`config.mk`:
```
export PLATFORM = sky130hd
export DESIGN_NAME = pixel_reader
export DESIGN_NICKNAME = d
export VERILOG_FILES = /design/src/rtl/pixel_reader_pkg.sv /design/src/rtl/pixel_reader_fifo2.sv /design/src/rtl/pixel_reader.sv
export SDC_FILE = /design/constraint.sdc
export NUM_CORES = 1
export LEC_CHECK = 0
export CORE_ASPECT_RATIO = 0.7
export CORE_MARGIN = 5
export CORE_UTILIZATION = 54
export DETAILED_ROUTE_END_ITERATION = 10
export PLACE_DENSITY = 0.77
export SYNTH_ARGS = -nofsm -noshare
export SYNTH_HDL_FRONTEND = slang
export SYNTH_HIERARCHICAL = 1
export SYNTH_SLANG_ARGS = --single-unit
```
`constraint.sdc`:
```
create_clock -name clk -period 5.19 [get_ports clk]
set_clock_uncertainty 0.1 [all_clocks]
set_input_delay 0.519 -clock clk [delete_from_list [all_inputs] [get_ports clk]]
set_output_delay 0.519 -clock clk [all_outputs]
set_load 0.01 [all_outputs]
```
`src/rtl/pixel_reader_pkg.sv`:
```
// pixel_reader_pkg
// Shared definitions for the quadrant pixel reader: the address and pixel
// widths, and the controller state enum used by pixel_reader.
// No ports; imported by pixel_reader and pix_fifo2.

package pixel_reader_pkg;

    localparam int ADDR_W = 19;
    localparam int PIX_W  = 8;

    // Controller phases: IDLE waits for a request, RUN issues reads, DRAIN
    // waits for the last returned pixel to leave, DONE pulses completion.
    typedef enum logic [1:0] {
        IDLE  = 2'd0,
        RUN   = 2'd1,
        DRAIN = 2'd2,
        DONE  = 2'd3
    } readerStateT;

endpackage

```
`src/rtl/pixel_reader_fifo2.sv`:
```
// pix_fifo2
// Two-entry skid buffer between the memory return path and the pixel
// consumer. It holds the byte plus its "last pixel" marker.
// Ports:
//   clk, reset    - clock, synchronous active-high reset
//   push, din     - write one entry (ignored when full)
//   pop           - remove the head entry (ignored when empty)
//   dout          - head entry
//   count         - number of stored entries (0..2)
//   full, empty   - occupancy flags

module pix_fifo2
    import pixel_reader_pkg::*;
#(
    parameter int W = PIX_W + 1
) (
    input  logic         clk,
    input  logic         reset,
    input  logic         push,
    input  logic [W-1:0] din,
    input  logic         pop,
    output logic [W-1:0] dout,
    output logic [1:0]   count,
    output logic         full,
    output logic         empty
);

    logic [W-1:0] slots [2];
    logic         wrPtr;
    logic         rdPtr;
    logic         doPush;
    logic         doPop;

    assign full   = (count == 2'd2);
    assign empty  = (count == 2'd0);
    assign doPush = push && !full;
    assign doPop  = pop && !empty;
    assign dout   = slots[rdPtr];

    // Storage and pointers. A push and a pop in the same cycle move both
    // pointers and leave count where it was.
    always_ff @(posedge clk) begin
        if (reset) begin
            slots[0] <= '0;
            slots[1] <= '0;
            wrPtr    <= 1'b0;
            rdPtr    <= 1'b0;
            count    <= 2'd0;
        end else begin
            if (doPush) begin
                slots[wrPtr] <= din;
                wrPtr        <= ~wrPtr;
            end
            if (doPop) begin
                rdPtr <= ~rdPtr;
            end
            count <= count + 2'(doPush) - 2'(doPop);
        end
    end

endmodule

```
`src/rtl/pixel_reader.sv`:
```
// pixel_reader
// Scans one quadrant of a byte-per-pixel image in row-major order, issuing
// one byte read per pixel to a 1-cycle-latency memory and streaming the
// returned bytes out on a valid/ready interface.
// Ports:
//   clk, reset            - clock, synchronous active-high reset
//   start, cuadrante      - scan request and quadrant index {row, col}
//   mem_rd_en, mem_addr   - byte read request to data memory
//   mem_rdata             - read data, valid one cycle after mem_rd_en
//   pixel, pix_valid,
//   pix_ready, pix_last   - output pixel stream, pix_last on final pixel
//   busy, done            - scan in progress / one-cycle completion pulse

module pixel_reader
    import pixel_reader_pkg::*;
#(
    parameter int                IMG_W     = 400,
    parameter int                QUAD_W    = 100,
    parameter int                QUAD_H    = 100,
    parameter logic [ADDR_W-1:0] BASE_ADDR = 19'h0
) (
    input  logic              clk,
    input  logic              reset,
    input  logic              start,
    input  logic [3:0]        cuadrante,
    output logic              mem_rd_en,
    output logic [ADDR_W-1:0] mem_addr,
    input  logic [PIX_W-1:0]  mem_rdata,
    output logic [PIX_W-1:0]  pixel,
    output logic              pix_valid,
    input  logic              pix_ready,
    output logic              pix_last,
    output logic              busy,
    output logic              done
);

    readerStateT       stateQ;
    readerStateT       stateD;
    logic [3:0]        quadQ;
    logic [15:0]       xQ;
    logic [15:0]       yQ;
    logic              inFlightQ;
    logic              inFlightLastQ;
    logic              isLastRead;
    logic              pop;
    logic [2:0]        occupancy;
    logic [ADDR_W-1:0] addrCalc;
    logic [PIX_W:0]    fifoDout;
    logic [1:0]        fifoCount;
    logic              fifoFull;
    logic              fifoEmpty;

    assign pop        = pix_valid && pix_ready;
    assign isLastRead = (xQ == 16'(QUAD_W - 1)) && (yQ == 16'(QUAD_H - 1));

    // A read may only go out if its byte is guaranteed a slot when it comes
    // back: stored entries plus the outstanding read, minus what leaves now.
    assign occupancy = {1'b0, fifoCount} + {2'b0, inFlightQ} - {2'b0, pop};
    assign mem_rd_en = (stateQ == RUN) && (occupancy < 3'd2) && !fifoFull;

    // Modulo-2^19 arithmetic throughout, so the address wraps exactly as a
    // 19-bit truncation of the full sum.
    assign addrCalc = BASE_ADDR
                    + (ADDR_W'(quadQ[3:2]) * ADDR_W'(QUAD_H) + ADDR_W'(yQ)) * ADDR_W'(IMG_W)
                    + ADDR_W'(quadQ[1:0]) * ADDR_W'(QUAD_W)
                    + ADDR_W'(xQ);
    assign mem_addr = mem_rd_en ? addrCalc : '0;

    // Output side. Gating with empty keeps pixel/pix_last at zero whenever
    // nothing is being presented, including right after reset.
    assign pix_valid = !fifoEmpty;
    assign pixel     = fifoEmpty ? '0 : fifoDout[PIX_W-1:0];
    assign pix_last  = !fifoEmpty && fifoDout[PIX_W];

    pix_fifo2 #(.W(PIX_W + 1)) fifo (
        .clk   (clk),
        .reset (reset),
        .push  (inFlightQ),
        .din   ({inFlightLastQ, mem_rdata}),
        .pop   (pop),
        .dout  (fifoDout),
        .count (fifoCount),
        .full  (fifoFull),
        .empty (fifoEmpty)
    );

    // State register for the scan controller.
    always_ff @(posedge clk) begin
        if (reset) begin
            stateQ <= IDLE;
        end else begin
            stateQ <= stateD;
        end
    end

    // Next-state and status outputs. busy covers RUN and DRAIN only, so it
    // is already low in the cycle that done pulses.
    always_comb begin
        stateD = stateQ;
        busy   = 1'b0;
        done   = 1'b0;
        case (stateQ)
            IDLE: begin
                if (start) begin
                    stateD = RUN;
                end
            end
            RUN: begin
                busy = 1'b1;
                if (mem_rd_en && isLastRead) begin
                    stateD = DRAIN;
                end
            end
            DRAIN: begin
                busy = 1'b1;
                if (pop && pix_last) begin
                    stateD = DONE;
                end
            end
            DONE: begin
                done   = 1'b1;
                stateD = IDLE;
            end
            default: stateD = IDLE;
        endcase
    end

    // Scan position, latched quadrant and the in-flight tracking. Clearing
    // inFlightQ on reset is what throws away a byte that returns right after
    // an aborted scan.
    always_ff @(posedge clk) begin
        if (reset) begin
            quadQ         <= 4'd0;
            xQ            <= 16'd0;
            yQ            <= 16'd0;
            inFlightQ     <= 1'b0;
            inFlightLastQ <= 1'b0;
        end else begin
            inFlightQ     <= mem_rd_en;
            inFlightLastQ <= mem_rd_en && isLastRead;
            if (stateQ == IDLE && start) begin
                quadQ <= cuadrante;
                xQ    <= 16'd0;
                yQ    <= 16'd0;
            end else if (mem_rd_en) begin
                if (xQ == 16'(QUAD_W - 1)) begin
                    xQ <= 16'd0;
                    yQ <= isLastRead ? 16'd0 : yQ + 16'd1;
                end else begin
                    xQ <= xQ + 16'd1;
                end
            end
        end
    end

endmodule

```
==> results.json, run 1 <==
{
  "status": "complete, but fails checks",
  "violations": "negative setup slack",
  "vias": 5136,
  "maxCapViolations": 0,
  "critPathKind": "flop to primary output",
  "power.density_nw_per_um2": 296,
  "die-area_sq_um": 12300,
  "period_share": 1.18,
  "cts_root_buffer": "clkbuf_16",
  "p_total_uw": 2260,
  "grt_pass1_vias": 4996,
  "cpPeakStageDelay_ps": 530,
  "slowest_stage": "fa_1",
  "syn_inst": 629,
  "r2r_setup_slack_ps": 800,
  "grt_pass1_wl_microns": 23700,
  "end_kind": "primary output",
  "cts_inserted_buffers": 9,
  "grt_max_degree": 27,
  "via_per_inst": 5.67,
  "drt_pass1_iterations": 5,
  "timing.fmax_ghz": 0.164,
  "syn_area_sq_um": 5480,
  "r2r-start": "fifo/count[1]$_SDFF_PP0_",
  "synthFlopType": "dfxtp_1",
  "slew_headroom": 0.371,
  "crit_family": "adder cells",
  "core_area_sq_um": 9800,
  "final_nets": 881,
  "cts_tree": "yes",
  "required_ps": 4570,
  "start_util": 0.559,
  "clk_pin_slew_ps": 60,
  "drive_above_1_share": 0.288,
  "clockBufferDepth": 2,
  "synth_edf_count": 18,
  "clk_latency_ps": 330,
  "drt_iter0_markers": 401,
  "cts_sinks": 63,
  "cts.htree.levels": 3,
  "yosys_register_bits": 63,
  "hold_viol": 0,
  "detailed_place_hpwl_microns": 10500,
  "setup_viol": 6,
  "leakagePower_uw": 0.00346,
  "hold-worst-slack_ps": 417,
  "period_needed_ps": 6100,
  "ant_nets": 0,
  "grt_usage": 0.241,
  "synth_largest_area_cell": "ha_1",
  "start_kind": "flop",
  "yosysUniqueCellTypes": 62,
  "cp.arrival_ps": 5480,
  "tightest_slew_ps": 941,
  "fillers": 610,
  "syn_nets": 737,
  "synth.area.top_cells": "ha_1, dfxtp_1, edfxtp_1",
  "cp.buffers_inverters": 7,
  "fp-row-count": 30,
  "wl_per_cell_microns": 18.3,
  "num_antenna_cells": 0,
  "gp_congestion": 0.872,
  "syn_to_final_growth_pct": 39.5,
  "r2r-end": "xQ[15]$_SDFFE_PP0P_",
  "critical_path.max_fanout": 3,
  "yosys.area.top_type_share": 0.176,
  "drc_errors": 0,
  "antenna_found_initial": 0,
  "ir_worst_vdd_mv": 0.223,
  "min_path_type": "flop to flop",
  "hold_start": "fifo/rdPtr$_SDFFE_PP0P_",
  "port_buffers": 47,
  "die_w_microns": 130,
  "wirelength_microns": 16500,
  "finalMaxSlewViolations": 0,
  "layout_setup_ws_ps": -910,
  "yosysWarnings": 6,
  "io-pin-count": 48,
  "reg2reg_depth": 12,
  "avgSynthCellArea_sq_um": 8.70,
  "ys_seq_area_frac": 0.263,
  "grt-ovfl-total": 0,
  "rsz0062_at_grt": "true",
  "worstHoldPathCells": 2,
  "async_reset_ff_frac": 0,
  "die_h_microns": 94.2
}
==> sequential cells by signal, summed over array words and instances, names as in the netlist, named ones only <==
signal / count
inFlightQ: 1
xQ: 16
quadQ: 4
fifo/rdPtr: 1
stateQ: 2
fifo/slots: 18
yQ: 16
inFlightLastQ: 1
fifo/count: 2
fifo/wrPtr: 1
==> cells in the mapped netlist, types with 15 or more instances <==
| cell type | instances |
|---|---|
| fa_1 | 15 |
| edfxtp_1 | 18 |
| dfxtp_1 | 45 |
| xor2_1 | 24 |
| nor2_1 | 80 |
| a21oi_1 | 24 |
| nand2_1 | 26 |
| xnor2_1 | 33 |
| ha_1 | 77 |
| nand3_1 | 22 |
| o21ai_0 | 19 |
| nand2b_1 | 19 |
| inv_1 | 65 |
| nor2b_1 | 16 |
==> area by class of cell <==
class,count,area [sq um],share of cell area
Multi-Input combinational cell,481,4220,0.553
Timing Repair Buffer,151,1260,0.165
Sequential cell,63,1450,0.190
Clock inverter,6,61.3,0.00803
Inverter,67,254,0.0333
Tap cell,128,160,0.0210
Clock buffer,10,229,0.0300
==> worst max path at each step <==
| stage | from | to | depth (start not counted) |
|---|---|---|---|
| floorplan | quadQ[2]$_SDFFE_PP0P_ | mem_addr[18] | 23 |
| global placement | quadQ[2]$_SDFFE_PP0P_ | mem_addr[18] | 24 |
| detailed placement | quadQ[2]$_SDFFE_PP0P_ | mem_addr[18] | 26 |
| CTS | quadQ[3]$_SDFFE_PP0P_ | mem_addr[18] | 25 |
| global route | quadQ[3]$_SDFFE_PP0P_ | mem_addr[18] | 27 |
| finish | quadQ[3]$_SDFFE_PP0P_ | mem_addr[18] | 26 |
==> cells by family after synthesis <==
logic type               share of synthesized area
AO/OA/AOI/OAI                                0.119
flip-flops                                   0.263
buffers and inverters                       0.0628
AND/OR/NAND/NOR                              0.211
XOR/XNOR                                    0.0912
multiplexers                                0.0222
adder cells (fa/ha/maj)                      0.231
==> through the flow <==
| step | cell area (sq um) | util | setup TNS, ps | cells | setup slack [ps] |
|---|---|---|---|---|---|
| 5_1_grt | 7640 | 0.779 | -5040 | 906 | -1070 |
| 2_1_floorplan | 5650 | - | 0 | 629 | 0.407 |
| 4_1_cts | 7370 | 0.752 | -2850 | 898 | -661 |
| 6_report | 7640 | 0.779 | -3920 | 906 | -910 |
| 3_5_place_dp | 6790 | 0.693 | -3540 | 866 | -761 |
| 3_3_place_gp | 6790 | 0.693 | -2930 | 866 | -607 |
==> worst register-to-register path: stages (launching register included) <==
cell      delay, ps
dfxtp_1         390
nor2_1          680
nor2b_1         150
ha_1            350
nand2b_1        170
fa_1            380
xor2_1          170
or3_1           540
inv_2           290
and4_4          300
nand4_2         190
or3_1           410
a21oi_1         190
==> report_power, final <==
group / internal [uW] / total [uW] / switching (uW) / leakage, uW
sequential: 554 / 594 / 40.1 / 0.000553
clock: 369 / 588 / 219 / 0.000142
combinational: 507 / 1070 / 568 / 0.00276
==> what timing repair did <==
action,CTS,global route
setup buffers,16,8
hold buffers,0,0
pin swaps,37,33
resized for setup,71,37
setup endpoints to repair,9,9
==> per-layer routing <==
layer | track usage | share of wire | routed length [microns] | vias to the layer above
met5 | 0 | 0 | 0 | -
met4 | 0.0642 | 0.019 | 318 | 0
met3 | 0.0494 | 0.050 | 831 | 32
met2 | 0.402 | 0.50 | 8260 | 148
met1 | 0.319 | 0.43 | 7140 | 2510
li1 | - | - | - | 2446
==> layout by cell type, fill, tap and decap left out, types with 3 or more instances in the layout <==
| cell type | n |
|---|---|
| buf_4 | 96 |
| nor2_1 | 79 |
| inv_1 | 56 |
| ha_1 | 56 |
| dfxtp_1 | 41 |
| clkdlybuf4s50_1 | 38 |
| xnor2_1 | 28 |
| nand2_1 | 24 |
| xor2_1 | 22 |
| ha_4 | 21 |
| nand3_1 | 20 |
| nand2b_1 | 19 |
| edfxtp_1 | 18 |
| nor2b_1 | 16 |
| a21oi_1 | 16 |
| o21ai_0 | 14 |
| fa_1 | 14 |
| a21o_1 | 12 |
| inv_2 | 10 |
| nor3_1 | 9 |
| nand4_1 | 9 |
| clkbuf_16 | 9 |
| mux2_2 | 9 |
| a21oi_2 | 8 |
| and2_1 | 8 |
| o21a_1 | 7 |
| buf_2 | 7 |
| buf_6 | 7 |
| xnor2_2 | 5 |
| o211ai_1 | 5 |
| or3_1 | 4 |
| nor3b_1 | 4 |
| nor3_4 | 4 |
| nor4_1 | 4 |
| o21ai_2 | 3 |
| a211oi_1 | 3 |
| and3_1 | 3 |
| clkinv_2 | 3 |
Note: power is estimated with default switching activity, not from simulation.
==> run 2: changes to the inputs <==
Settings changed: CAP_MARGIN set to 20.
==> results of run 2 <==
Final layout, timing and power as in run 1 (identical DEF).
==> run 3: changes to the inputs <==
Settings changed: CORE_MARGIN 5 to unset.
==> results.json, run 3 (synthesis gave the netlist of run 1 again) <==
{
  "status": "complete, but fails checks",
  "violations": "negative setup slack",
  "mostFrequentLayoutCell": "buf_4",
  "cts.htree.levels": 3,
  "fin_util": 0.796,
  "min_path_type": "flop to flop",
  "syn_to_final_growth_pct": 41.9,
  "start_kind": "flop",
  "top_usage_layer": "met2",
  "critPathKind": "flop to primary output",
  "cp.arrival_ps": 5560,
  "core_area_sq_um": 9760,
  "drt_pass1_iterations": 5,
  "wirelength_microns": 16700,
  "leakagePower_uw": 0.00358,
  "grtUsageMet3": 0.0618,
  "start_util": 0.561,
  "ir_worst_vdd_mv": 0.190,
  "clk_latency_ps": 340,
  "final_nets": 892,
  "end_kind": "primary output",
  "grt_usage": 0.301,
  "hold_buffers": 0,
  "grt_max_degree": 27,
  "vias": 5288,
  "multi_input_area_sq_um": 4250,
  "clockBufferDepth": 2,
  "num_antenna_cells": 0,
  "fillers": 568,
  "largest_register": "fifo/slots",
  "setup_viol": 6,
  "layout_common_cells": "buf_4, nor2_1, ha_1",
  "grt_pass1_vias": 5291,
  "io-pin-count": 48,
  "top_regs": "fifo/slots (18), xQ (16), yQ (16)",
  "via_per_inst": 5.77,
  "rsz0062_at_grt": "true",
  "p_total_uw": 2330,
  "placed_cells": 868,
  "cts_tree": "yes",
  "required_ps": 4570,
  "final-instance-count-excl-fill": 917,
  "layout_setup_ws_ps": -991,
  "drive_above_1_share": 0.303,
  "timing.fmax_ghz": 0.162,
  "use_met1": 0.394,
  "critical_path.max_fanout": 3,
  "largest_reg_flops": 18,
  "antenna_found_initial": 0,
  "hold-worst-slack_ps": 439,
  "period_share": 1.19,
  "wl_per_cell_microns": 18.2,
  "power.density_nw_per_um2": 300,
  "drc_errors": 0,
  "die_w_microns": 122,
  "cts_inserted_buffers": 9,
  "period_needed_ps": 6180,
  "port_buffers": 47,
  "drt_iter0_markers": 434,
  "grt_pass1_wl_microns": 24800,
  "maxCapViolations": 0,
  "cts_root_buffer": "clkbuf_16",
  "ff_latch_area_sq_um": 1450,
  "gp_congestion": 0.887,
  "die_h_microns": 86.2,
  "grt-ovfl-total": 0,
  "fp-row-count": 30,
  "met2_usage": 0.500,
  "ant_nets": 0,
  "detailed_place_hpwl_microns": 10500,
  "cts_sinks": 63,
  "die-area_sq_um": 10600,
  "slew_headroom": 0.407,
  "tightest_slew_ps": 886,
  "clk_pin_slew_ps": 50,
  "final.setup.tns_ps": -4290,
  "hold_viol": 0,
  "finalMaxSlewViolations": 0
}
[run 3: cell count changes in the layout (fill, tap and decap cells not counted), moves of 4 or more]
cell,change
buf_4,+7
xnor2_1,-6
xnor2_2,+6
buf_6,+4
ha_1,+4
ha_4,-4
[run 3: what timing repair did]
| item | in CTS | in global routing |
|---|---|---|
| gates resized for setup | 79 | 41 |
| endpoints found under the setup margin | 9 | 9 |
| setup buffers | 26 | 9 |
| gates cloned | 0 | 0 |
| pin swaps | 43 | 38 |
[run 3: worst paths after layout]
check | slack, ps | to | cells past startpoint | startpoint
worst max-delay path | -990 | mem_addr[18] | 26 | quadQ[3]$_SDFFE_PP0P_
worst min-delay path | 440 | fifo/wrPtr$_SDFFE_PP0P_ | 2 | fifo/wrPtr$_SDFFE_PP0P_
worst max register to register | 780 | xQ[15]$_SDFFE_PP0P_ | 12 | fifo/count[1]$_SDFF_PP0_
worst min register to register | 440 | fifo/wrPtr$_SDFFE_PP0P_ | 2 | fifo/wrPtr$_SDFFE_PP0P_
[run 3: final cells by class]
class	count	area share
Clock buffer	10	0.0308
Tap cell	128	0.0206
Sequential cell	63	0.187
Timing Repair Buffer	162	0.175
Multi-Input combinational cell	481	0.547
Clock inverter	6	0.00757
Inverter	67	0.0327
[run 3: critical path: stages, from the launching register on]
cell      delay [ps]
dfxtp_4          360
buf_12           130
ha_4             270
inv_4             40
ha_4             210
a21o_1           180
a41oi_2          270
xnor2_2          180
buf_4            140
inv_1             50
fa_1             510
inv_2             50
ha_4             240
o21a_1           170
o31a_1           130
o21a_1           200
nor2_2           180
xnor2_2          150
ha_1             280
ha_4             290
and2_4           170
nand3_4          120
o311ai_4         340
nand3_1          170
a21oi_1          140
nand2b_1         110
buf_2            120
[run 3: metrics by stage]
step / instance area (sq um) / worst slack [ps]
3_5_place_dp: 6800 / -773
2_1_floorplan: 5650 / 0.407
6_report: 7770 / -991
3_3_place_gp: 6800 / -623
5_1_grt: 7770 / -1160
4_1_cts: 7540 / -693
[run 3: metal layers]
layer | vias to the layer above | wire length [microns]
li1 | 2467 | -
met1 | 2533 | 7080
met2 | 241 | 8140
met3 | 47 | 1040
met4 | 0 | 463
met5 | - | 0
[run 3: power by group]
part | total, uW | switching [uW] | internal, uW
clock | 604 | 222 | 382
sequential | 593 | 38.8 | 554
combinational | 1130 | 594 | 541
